### src/rtl/mdu_pkg.sv
// Shared encodings for the iterative multiply/divide unit.
package mdu_pkg;

  typedef enum logic [1:0] {
    OP_MULT  = 2'b00,
    OP_MULTU = 2'b01,
    OP_DIV   = 2'b10,
    OP_DIVU  = 2'b11
  } op_e;

  typedef enum logic [1:0] {
    S_IDLE = 2'b00,
    S_CALC = 2'b01,
    S_FIX  = 2'b10
  } state_e;

  localparam logic [31:0] DIV0_LO = 32'hFFFF_FFFF;

  function automatic logic op_is_div(input logic [1:0] op);
    return op == OP_DIV || op == OP_DIVU;
  endfunction

  function automatic logic op_is_signed(input logic [1:0] op);
    return op == OP_MULT || op == OP_DIV;
  endfunction

endpackage

### src/rtl/mdu_datapath.sv
// Shared 2*WIDTH accumulator with one shift-add (multiply) or restoring
// trial-subtract (divide) step per cycle.
module mdu_datapath
  import mdu_pkg::*;
#(
  parameter int unsigned WIDTH = 32
) (
  input  logic               clk,
  input  logic               rst_n,
  input  logic               load_i,
  input  logic               step_i,
  input  logic               is_div_i,
  input  logic [WIDTH-1:0]   init_lo_i,
  input  logic [WIDTH-1:0]   opnd_i,
  output logic [2*WIDTH-1:0] acc_o
);

  logic [2*WIDTH-1:0] acc_q, acc_d;
  logic [WIDTH-1:0]   opnd_q, opnd_d;
  logic [WIDTH:0]     lhs, res;

  always_comb begin
    acc_d  = acc_q;
    opnd_d = opnd_q;
    // Divide works on the remainder shifted left by one, so it needs an extra top bit.
    lhs    = is_div_i ? {acc_q[2*WIDTH-1:WIDTH], acc_q[WIDTH-1]}
                      : {1'b0, acc_q[2*WIDTH-1:WIDTH]};
    res    = is_div_i ? lhs - {1'b0, opnd_q} : lhs + {1'b0, opnd_q};

    if (load_i) begin
      acc_d  = {{WIDTH{1'b0}}, init_lo_i};
      opnd_d = opnd_i;
    end else if (step_i) begin
      if (is_div_i) begin
        if (res[WIDTH]) begin
          acc_d = {lhs[WIDTH-1:0], acc_q[WIDTH-2:0], 1'b0};
        end else begin
          acc_d = {res[WIDTH-1:0], acc_q[WIDTH-2:0], 1'b1};
        end
      end else if (acc_q[0]) begin
        acc_d = {res, acc_q[WIDTH-1:1]};
      end else begin
        acc_d = {1'b0, acc_q[2*WIDTH-1:1]};
      end
    end
  end

  always_ff @(posedge clk or negedge rst_n) begin
    if (!rst_n) begin
      acc_q  <= '0;
      opnd_q <= '0;
    end else begin
      acc_q  <= acc_d;
      opnd_q <= opnd_d;
    end
  end

  assign acc_o = acc_q;

endmodule

### src/rtl/mult_div_unit.sv
// Iterative MULT/MULTU/DIV/DIVU unit with HI/LO result registers.
// Operands are made unsigned at capture; FIX restores the signs.
module mult_div_unit
  import mdu_pkg::*;
#(
  parameter int unsigned WIDTH = 32,
  parameter int unsigned CNT_W = 6
) (
  input  logic             clk,
  input  logic             rst_n,
  input  logic             start_i,
  input  logic [1:0]       op_i,
  input  logic [WIDTH-1:0] rs_data_i,
  input  logic [WIDTH-1:0] rt_data_i,
  input  logic             hilo_we_i,
  input  logic             hilo_sel_i,
  input  logic [WIDTH-1:0] hilo_wdata_i,
  output logic [WIDTH-1:0] hi_o,
  output logic [WIDTH-1:0] lo_o,
  output logic             busy_o,
  output logic             done_o
);

  state_e             state_q, state_d;
  logic [CNT_W-1:0]   cnt_q, cnt_d;
  logic               neg_quo_q, neg_quo_d;
  logic               neg_rem_q, neg_rem_d;
  logic               is_div_q, is_div_d;
  logic               div0_q, div0_d;
  logic [WIDTH-1:0]   hi_q, hi_d;
  logic [WIDTH-1:0]   lo_q, lo_d;
  logic               done_q, done_d;

  logic               sgn_a, sgn_b;
  logic [WIDTH-1:0]   abs_a, abs_b;
  logic               dp_load, dp_step;
  logic [2*WIDTH-1:0] acc;
  logic [2*WIDTH-1:0] prod_fix;
  logic [WIDTH-1:0]   quo, rem, quo_fix, rem_fix;

  always_comb begin
    sgn_a = op_is_signed(op_i) & rs_data_i[WIDTH-1];
    sgn_b = op_is_signed(op_i) & rt_data_i[WIDTH-1];
    abs_a = sgn_a ? -rs_data_i : rs_data_i;
    abs_b = sgn_b ? -rt_data_i : rt_data_i;
  end

  assign dp_load = (state_q == S_IDLE) && start_i;
  assign dp_step = (state_q == S_CALC);

  mdu_datapath #(
    .WIDTH(WIDTH)
  ) u_datapath (
    .clk      (clk),
    .rst_n    (rst_n),
    .load_i   (dp_load),
    .step_i   (dp_step),
    .is_div_i (is_div_q),
    .init_lo_i(abs_a),
    .opnd_i   (abs_b),
    .acc_o    (acc)
  );

  always_comb begin
    quo      = acc[WIDTH-1:0];
    rem      = acc[2*WIDTH-1:WIDTH];
    prod_fix = neg_quo_q ? -acc : acc;
    quo_fix  = neg_quo_q ? -quo : quo;
    // On divide-by-zero the remainder is |A|; re-signing it gives back raw A.
    rem_fix  = neg_rem_q ? -rem : rem;
  end

  always_comb begin
    state_d   = state_q;
    cnt_d     = cnt_q;
    neg_quo_d = neg_quo_q;
    neg_rem_d = neg_rem_q;
    is_div_d  = is_div_q;
    div0_d    = div0_q;
    hi_d      = hi_q;
    lo_d      = lo_q;
    done_d    = 1'b0;

    unique case (state_q)
      S_IDLE: begin
        if (start_i) begin
          state_d   = S_CALC;
          cnt_d     = '0;
          neg_quo_d = sgn_a ^ sgn_b;
          neg_rem_d = sgn_a;
          is_div_d  = op_is_div(op_i);
          div0_d    = op_is_div(op_i) && (rt_data_i == '0);
        end else if (hilo_we_i) begin
          if (hilo_sel_i) begin
            hi_d = hilo_wdata_i;
          end else begin
            lo_d = hilo_wdata_i;
          end
        end
      end
      S_CALC: begin
        if (cnt_q == CNT_W'(WIDTH - 1)) begin
          state_d = S_FIX;
        end else begin
          cnt_d = cnt_q + CNT_W'(1);
        end
      end
      S_FIX: begin
        state_d = S_IDLE;
        done_d  = 1'b1;
        if (!is_div_q) begin
          hi_d = prod_fix[2*WIDTH-1:WIDTH];
          lo_d = prod_fix[WIDTH-1:0];
        end else if (div0_q) begin
          hi_d = rem_fix;
          lo_d = WIDTH'(DIV0_LO);
        end else begin
          hi_d = rem_fix;
          lo_d = quo_fix;
        end
      end
      default: state_d = S_IDLE;
    endcase
  end

  always_ff @(posedge clk or negedge rst_n) begin
    if (!rst_n) begin
      state_q   <= S_IDLE;
      cnt_q     <= '0;
      neg_quo_q <= 1'b0;
      neg_rem_q <= 1'b0;
      is_div_q  <= 1'b0;
      div0_q    <= 1'b0;
      hi_q      <= '0;
      lo_q      <= '0;
      done_q    <= 1'b0;
    end else begin
      state_q   <= state_d;
      cnt_q     <= cnt_d;
      neg_quo_q <= neg_quo_d;
      neg_rem_q <= neg_rem_d;
      is_div_q  <= is_div_d;
      div0_q    <= div0_d;
      hi_q      <= hi_d;
      lo_q      <= lo_d;
      done_q    <= done_d;
    end
  end

  assign hi_o   = hi_q;
  assign lo_o   = lo_q;
  assign busy_o = (state_q != S_IDLE);
  assign done_o = done_q;

endmodule

### config.mk
export PLATFORM = sky130hd
export DESIGN_NAME = mult_div_unit
export DESIGN_NICKNAME = d
export VERILOG_FILES = /design/src/rtl/mdu_pkg.sv /design/src/rtl/mdu_datapath.sv /design/src/rtl/mult_div_unit.sv
export SDC_FILE = /design/constraint.sdc
export NUM_CORES = 1
export LEC_CHECK = 0
export CAP_MARGIN = 20
export CORE_MARGIN = 1
export CORE_UTILIZATION = 28
export CTS_CLUSTER_DIAMETER = 150
export DETAILED_ROUTE_END_ITERATION = 16
export GPL_TIMING_DRIVEN = 0
export PLACE_DENSITY = 0.48
export SLEW_MARGIN = 0
export SYNTH_ARGS = -nofsm -noshare
export SYNTH_HDL_FRONTEND = slang
export SYNTH_SLANG_ARGS = --single-unit
### constraint.sdc
create_clock -name clk -period 11.3 [get_ports clk]
set_input_delay 2.26 -clock clk [delete_from_list [all_inputs] [get_ports clk]]
set_output_delay 2.26 -clock clk [all_outputs]
set_load 0.1 [all_outputs]
# Yosys cells after proc, flatten, opt, wreduce, memory -nomap -nowiden
# Cells that the tools add are included.
word_totals:
  regBits: 173
  elab_cells: 80
classes:
  n_addsub: 8
  n_eq_ne: 12
  mux: 30
  n_bitwise: 3
  n_reduce_logical: 16
op_table:
  columns: ["cell", "count"]
  rows:
  - ["32-bit 2-to-1 mux", 13]
  - ["64-bit 2-to-1 mux", 6]
  - ["32-bit negator", 4]
  - ["32-bit one-hot mux with 2 select lines", 2]
  - ["33-bit 2-to-1 mux", 2]
  - ["64-bit negator", 1]
  - ["33-bit by 32-bit adder with 33-bit output", 1]
  - ["33-bit by 32-bit subtractor with 33-bit output", 1]
  - ["32-bit zero test", 1]
  - ["6-bit 2-to-1 mux", 2]
  - ["2-bit inequality test, second input constant", 6]
  - ["6-bit one-hot mux with 2 select lines", 1]
  - ["4-bit AND reduction", 2]
  - ["2-bit nonzero test", 4]
  - ["6-bit by 1-bit adder with 6-bit output, second input constant", 1]
  - ["2-bit == test, second input constant", 3]
  - ["6-bit by 5-bit == test with 1-bit output, second input constant", 1]
  - ["2-bit zero test", 2]
  - ["2-bit 2-to-1 mux", 2]
  - ["2-bit one-hot mux with 2 select lines", 1]
  - ["2-bit AND reduction", 2]
  - ["3-bit AND reduction", 1]
  - ["1-bit bitwise AND", 2]
  - ["2-bit by 1-bit == test with 1-bit output, second input constant", 1]
  - ["other kinds (5)", 7]

# Logic depth before layout (Yosys ltp)
logic_depth:
  ltp_word: 7
  mapped_depth: 21

# Hierarchy
# A second synthesis with hierarchy kept.
hier_totals:
  hier_cells: 1758
  area_unflattened_um2: 14416.3
by_module_without_submodules:
  columns: ["module", "instances", "cells_per_inst", "area_each_um2"]
  rows:
  - ["mdu_datapath", 1, 923, 7896.3]
  - ["mult_div_unit", 1, 835, 6520.0]

# Worst setup path before layout
# OpenSTA, ideal clock, no wires.
synth_timing:
  kind: "input-to-reg"
  startpoint: "in rt_data_i[4]"
  endpoint: "reg u_datapath.opnd_q[30]"
  setup_time_ns: 0.130
  arrival_time_ns: 4.276
  slack_ns: 6.894
  cell_stages: 9
  path_buffers: 0
  cell_sequence: "nor4_1 and3_1 nand2_1 or3_1 nor4_1 and2_1 a21oi_1 xnor2_1 o21ai_1"
synth_via:
  elab_chain_len: 2
synth_lines:
  columns: ["item", "line", "source"]
  rows:
  - ["start: declaration", "mult_div_unit.sv:14", "input logic [WIDTH-1:0] rt_data_i,"]
  - ["32-bit negator", "mult_div_unit.sv:45", "abs_b = sgn_b ? -rt_data_i : rt_data_i;"]
  - ["32-bit 2-to-1 mux", "mult_div_unit.sv:45", null]
  - ["end signal: assignment", "mdu_datapath.sv:54", "opnd_q <= opnd_d;"]
  - ["end: declaration", "mdu_datapath.sv:19", "logic [WIDTH-1:0] opnd_q, opnd_d;"]
# Every way passes these cells.
# A chain may end at the register's enable or synchronous reset.

# Final worst setup path
layout_timing:
  startpoint: "reg is_div_q"
  endpoint: "reg u_datapath.acc_q[42] (netlist: u_datapath.acc_o[42])"
layout_via:
  elab_chain_len: 7
  elab_cells_between_ends: 9
  cone_classes: "add/sub: 2; mux: 7"
layout_lines:
  columns: ["item", "line", "source"]
  rows:
  - ["start: declaration", "mult_div_unit.sv:28", "logic is_div_q, is_div_d;"]
  - ["start signal: assignment", "mult_div_unit.sv:142", "is_div_q <= is_div_d;"]
  - ["33-bit 2-to-1 mux", "mdu_datapath.sv:26", "lhs = is_div_i ? {acc_q[2*WIDTH-1:WIDTH], acc_q[WIDTH-1]}"]
  - ["33-bit by 32-bit adder with 33-bit output or 33-bit by 32-bit subtractor with 33-bit output (tied branches)", "mdu_datapath.sv:28", "res = is_div_i ? lhs - {1'b0, opnd_q} : lhs + {1'b0, opnd_q};"]
  - ["33-bit 2-to-1 mux", "mdu_datapath.sv:28", null]
  - ["64-bit 2-to-1 mux (on tied branches)", "mdu_datapath.sv:40, mdu_datapath.sv:35", null]
  - ["64-bit 2-to-1 mux (*)", "mdu_datapath.sv:34", "if (is_div_i) begin"]
  - ["64-bit 2-to-1 mux (*)", "mdu_datapath.sv:33", "end else if (step_i) begin"]
  - ["64-bit 2-to-1 mux (*)", "mdu_datapath.sv:30", "if (load_i) begin"]
  - ["end signal: assignment", "mdu_datapath.sv:50", "acc_q <= '0;"]
  - ["end signal: assignment", "mdu_datapath.sv:53", "acc_q <= acc_d;"]
  - ["end: declaration", "mdu_datapath.sv:18", "logic [2*WIDTH-1:0] acc_q, acc_d;"]
# Mark *: on every way between the ends. The rest lies on a longest branch, timed or not. The select of a mux whose other input is x is not followed.

==> flow_summary.toml <==
[run_status]
status = "complete, no violations"

[critical_path]
cp.depth = 16
cp_slowest_cell = "clkbuf_1"
cp_common_cell = "clkbuf_1"
path_buf_inv = 6
r2r-end = "u_datapath.acc_o[42]"
path_class = "reg -> reg"
critical_path.top_delay_family = "buffers and inverters"
path_cells = "clkbuf_1 -> clkbuf_1 -> clkbuf_1 -> mux2_2 -> ha_1 -> clkbuf_1 -> a21oi_1 -> o21ai_0 -> a32oi_1 -> nand2_1 -> a21oi_1 -> xnor2_1 -> buf_2 -> buf_2 -> mux2i_1 -> o221ai_1"
crit_arrival_ps = 6110
startpoint_type = "flop"
worstSetupEndpointType = "flop"
rr_worst_depth = 16
crit_path_max_incr_delay_ps = 670
rrSetupSlack_ps = 5510
required_ps = 11620
cp_max_fo = 10
r2r_start = "is_div_q"

[clock_network]
clockBufferDepth = 2
root_buffer = "clkbuf_16"
cts_tree = "done"
htree_levels = 4
clk-insertion-delay-late_ps = 470
cts.repair.resized = 0
cts.sinks = 173
cts_made_buffers = 17
clk_pin_slew_ps = 80
hold_buffers = 0
post_cts.repair.setup_buffers = 0

[floorplan]
row_count = 81
die_w_um = 226.1
ios = 169
die_y_um = 226.1
die-area_mm2 = 0.05114
start_util_pct = 28.56
core_area_mm2 = 0.04925

[min_path]
holdPathEnd = "lo_o[5]"
min_from = "lo_o[5]"
hold_depth = 2
hp-class = "reg -> reg"

[logic_synthesis]
synth_top_area_share_pct = 30.78
syn_avg_cell_area_um2 = 8.006
netlist_area_mm2 = 0.01407
synth_seq_area_share_pct = 30.78
yosysWarnings = 0
synthesis.nets = 1899
syn_inst = 1757
synth_edf_count = 0
ys.flop_type = "dfrtp_1"
synth_cell_types = 70
synth.largest_area_cell = "dfrtp_1"
synth.area.top_cells = "dfrtp_1 31%, xnor2_1 8.8%, o21ai_0 6.3%"
synth-async-reset-ratio_pct = 100.0
synth_seq_cells = 173

[timing]
slew_headroom_pct = 29.33
min_period_ps = 5789
fin_setup_tns_ps = 0
fmax_ghz = 0.1728
post-route-period-util_pct = 51.23
hold_violations = 0
maxSlewViolCount = 0
finalSetupViolations = 0
tightest_slew_ps = 1057
clock_skew_ps = 18.52
rsz0062_at_grt = "false"
setup_ws_ps = 5511

[place]
place_congestion = 0.9113
dpl-instance-area_mm2 = 0.01661
portBuffers = 168
hpwl_um = 42800
dp_slack_ps = 5553

[drt]
routed_wl_um = 53600
wl_per_cell_um = 20.44
drt_iter0_markers = 1146
vias = 13910
vias_per_cell = 5.305
drc = 0
postRouteAntennaNets = 0
dr.pass1.iters = 8

[cells_and_area]
diodes = 0
areaGrowthSynthToFinish_pct = 22.74
fin_area_mm2 = 0.01726
final_core_util_pct = 35.05
nets = 2087
drive_above_1_share_pct = 4.903

[global_routing]
grt_antenna_before_repair = 0
grt_max_degree = 116
grt.total_usage_pct = 21.16
grt_pass1_vias = 13310
grt-ovfl-total = 0
grt_first_pass_wirelength_um = 81960

[run]
maxCapViolCount = 0
-- worst max path at each step --
| stage | startpoint | end | slack (ps) |
|---|---|---|---|
| after floorplan | rt_data_i[4] | u_datapath.opnd_q[30] | 6890 |
| after global placement | rst_n | done_o | 270 |
| after detailed placement | is_div_q | u_datapath.acc_o[42] | 5550 |
| after CTS | is_div_q | u_datapath.acc_o[42] | 5500 |
| after global routing | is_div_q | u_datapath.acc_o[38] | 5170 |
| final | is_div_q | u_datapath.acc_o[42] | 5510 |
-- layout by cell type, fill, tap and decap left out, types with 10 or more instances in the layout --
cell type          n
a211oi_1          17
a21o_1            14
a21oi_1          127
a22oi_1           12
a31oi_1           27
and3_1            17
buf_1             11
buf_2             10
clkbuf_1         115
clkbuf_16         17
clkdlybuf4s50_1  167
dfrtp_1          173
ha_1              38
inv_1             40
mux2_2            31
mux2i_1           77
nand2_1          223
nand2b_1          18
nand3_1           17
nand4_1           11
nor2_1           111
nor2b_1           13
nor3_1            34
nor4_1            25
o211ai_1          34
o21ai_0          177
o221ai_1          16
o22ai_1           40
o31ai_1           16
o41ai_1           12
or3_1             16
or4_1             11
xnor2_1          142
xor2_1            42
-- kinds of logic after synthesis --
| family | synth area share [%] |
|---|---|
| flops | 30.78 |
| xor+xnor | 11.46 |
| compound gates | 23.34 |
| buf+inv | 4.892 |
| fa+ha+maj | 3.523 |
| mux | 7.961 |
| simple gates | 18.05 |
-- Yosys cell counts (all sizes together), types with 12 or more instances --
| library cell | number |
|---|---|
| xor2 | 42 |
| o221ai | 16 |
| or4 | 13 |
| ha | 38 |
| mux2i | 77 |
| o22ai | 40 |
| o41ai | 13 |
| and3 | 17 |
| mux2 | 31 |
| nor2 | 112 |
| o21ai | 186 |
| a21oi | 127 |
| nand3 | 17 |
| or3 | 17 |
| a21o | 14 |
| xnor2 | 142 |
| nand2b | 18 |
| nor3 | 34 |
| o211ai | 34 |
| dfrtp | 173 |
| nor4 | 29 |
| clkbuf | 115 |
| nor2b | 13 |
| nand2 | 224 |
| a22oi | 12 |
| a31oi | 27 |
| o31ai | 16 |
| buf | 22 |
| inv | 40 |
| a211oi | 17 |
-- per-stage QoR --
step	hold slack, ps	std cells
5_1_grt	509.2	2622
3_5_place_dp	474.7	2590
4_1_cts	492.5	2622
3_3_place_gp	466.2	2589
6_report	492.5	2622
2_1_floorplan	450.2	1757
-- per-layer routing --
metal	part of all wire, %	global-route usage [%]
met1	47	29.23
met2	46	33.74
met3	5.2	2.979
met4	2.3	6.931
met5	0	0
-- layout make-up --
type | count | area [um2]
Clock inverter | 15 | 227.7
Fill cell | 5172 | 31990
Buffer | 137 | 534.3
Multi-Input combinational cell | 1406 | 9049
Timing Repair Buffer | 169 | 1714
Inverter | 41 | 153.9
Clock buffer | 17 | 425.4
Tap cell | 664 | 830.8
Sequential cell | 173 | 4329
-- sequential cells by signal, indices dropped and copies added, names as in the netlist, 2 cells and up --
| signal | flops |
|---|---|
| cnt_q | 6 |
| hi_o | 32 |
| u_datapath.opnd_q | 32 |
| u_datapath.acc_o | 64 |
| state_q | 2 |
| lo_o | 32 |
-- tightest hold or removal path, stage by stage, from the launching register on --
cell and delay (ps):
dfrtp_1 350, nand2_1 50, o21ai_0 60
Power is not shown: default switching activity piles up to over one toggle a cycle in this logic, so the estimate is an artifact.
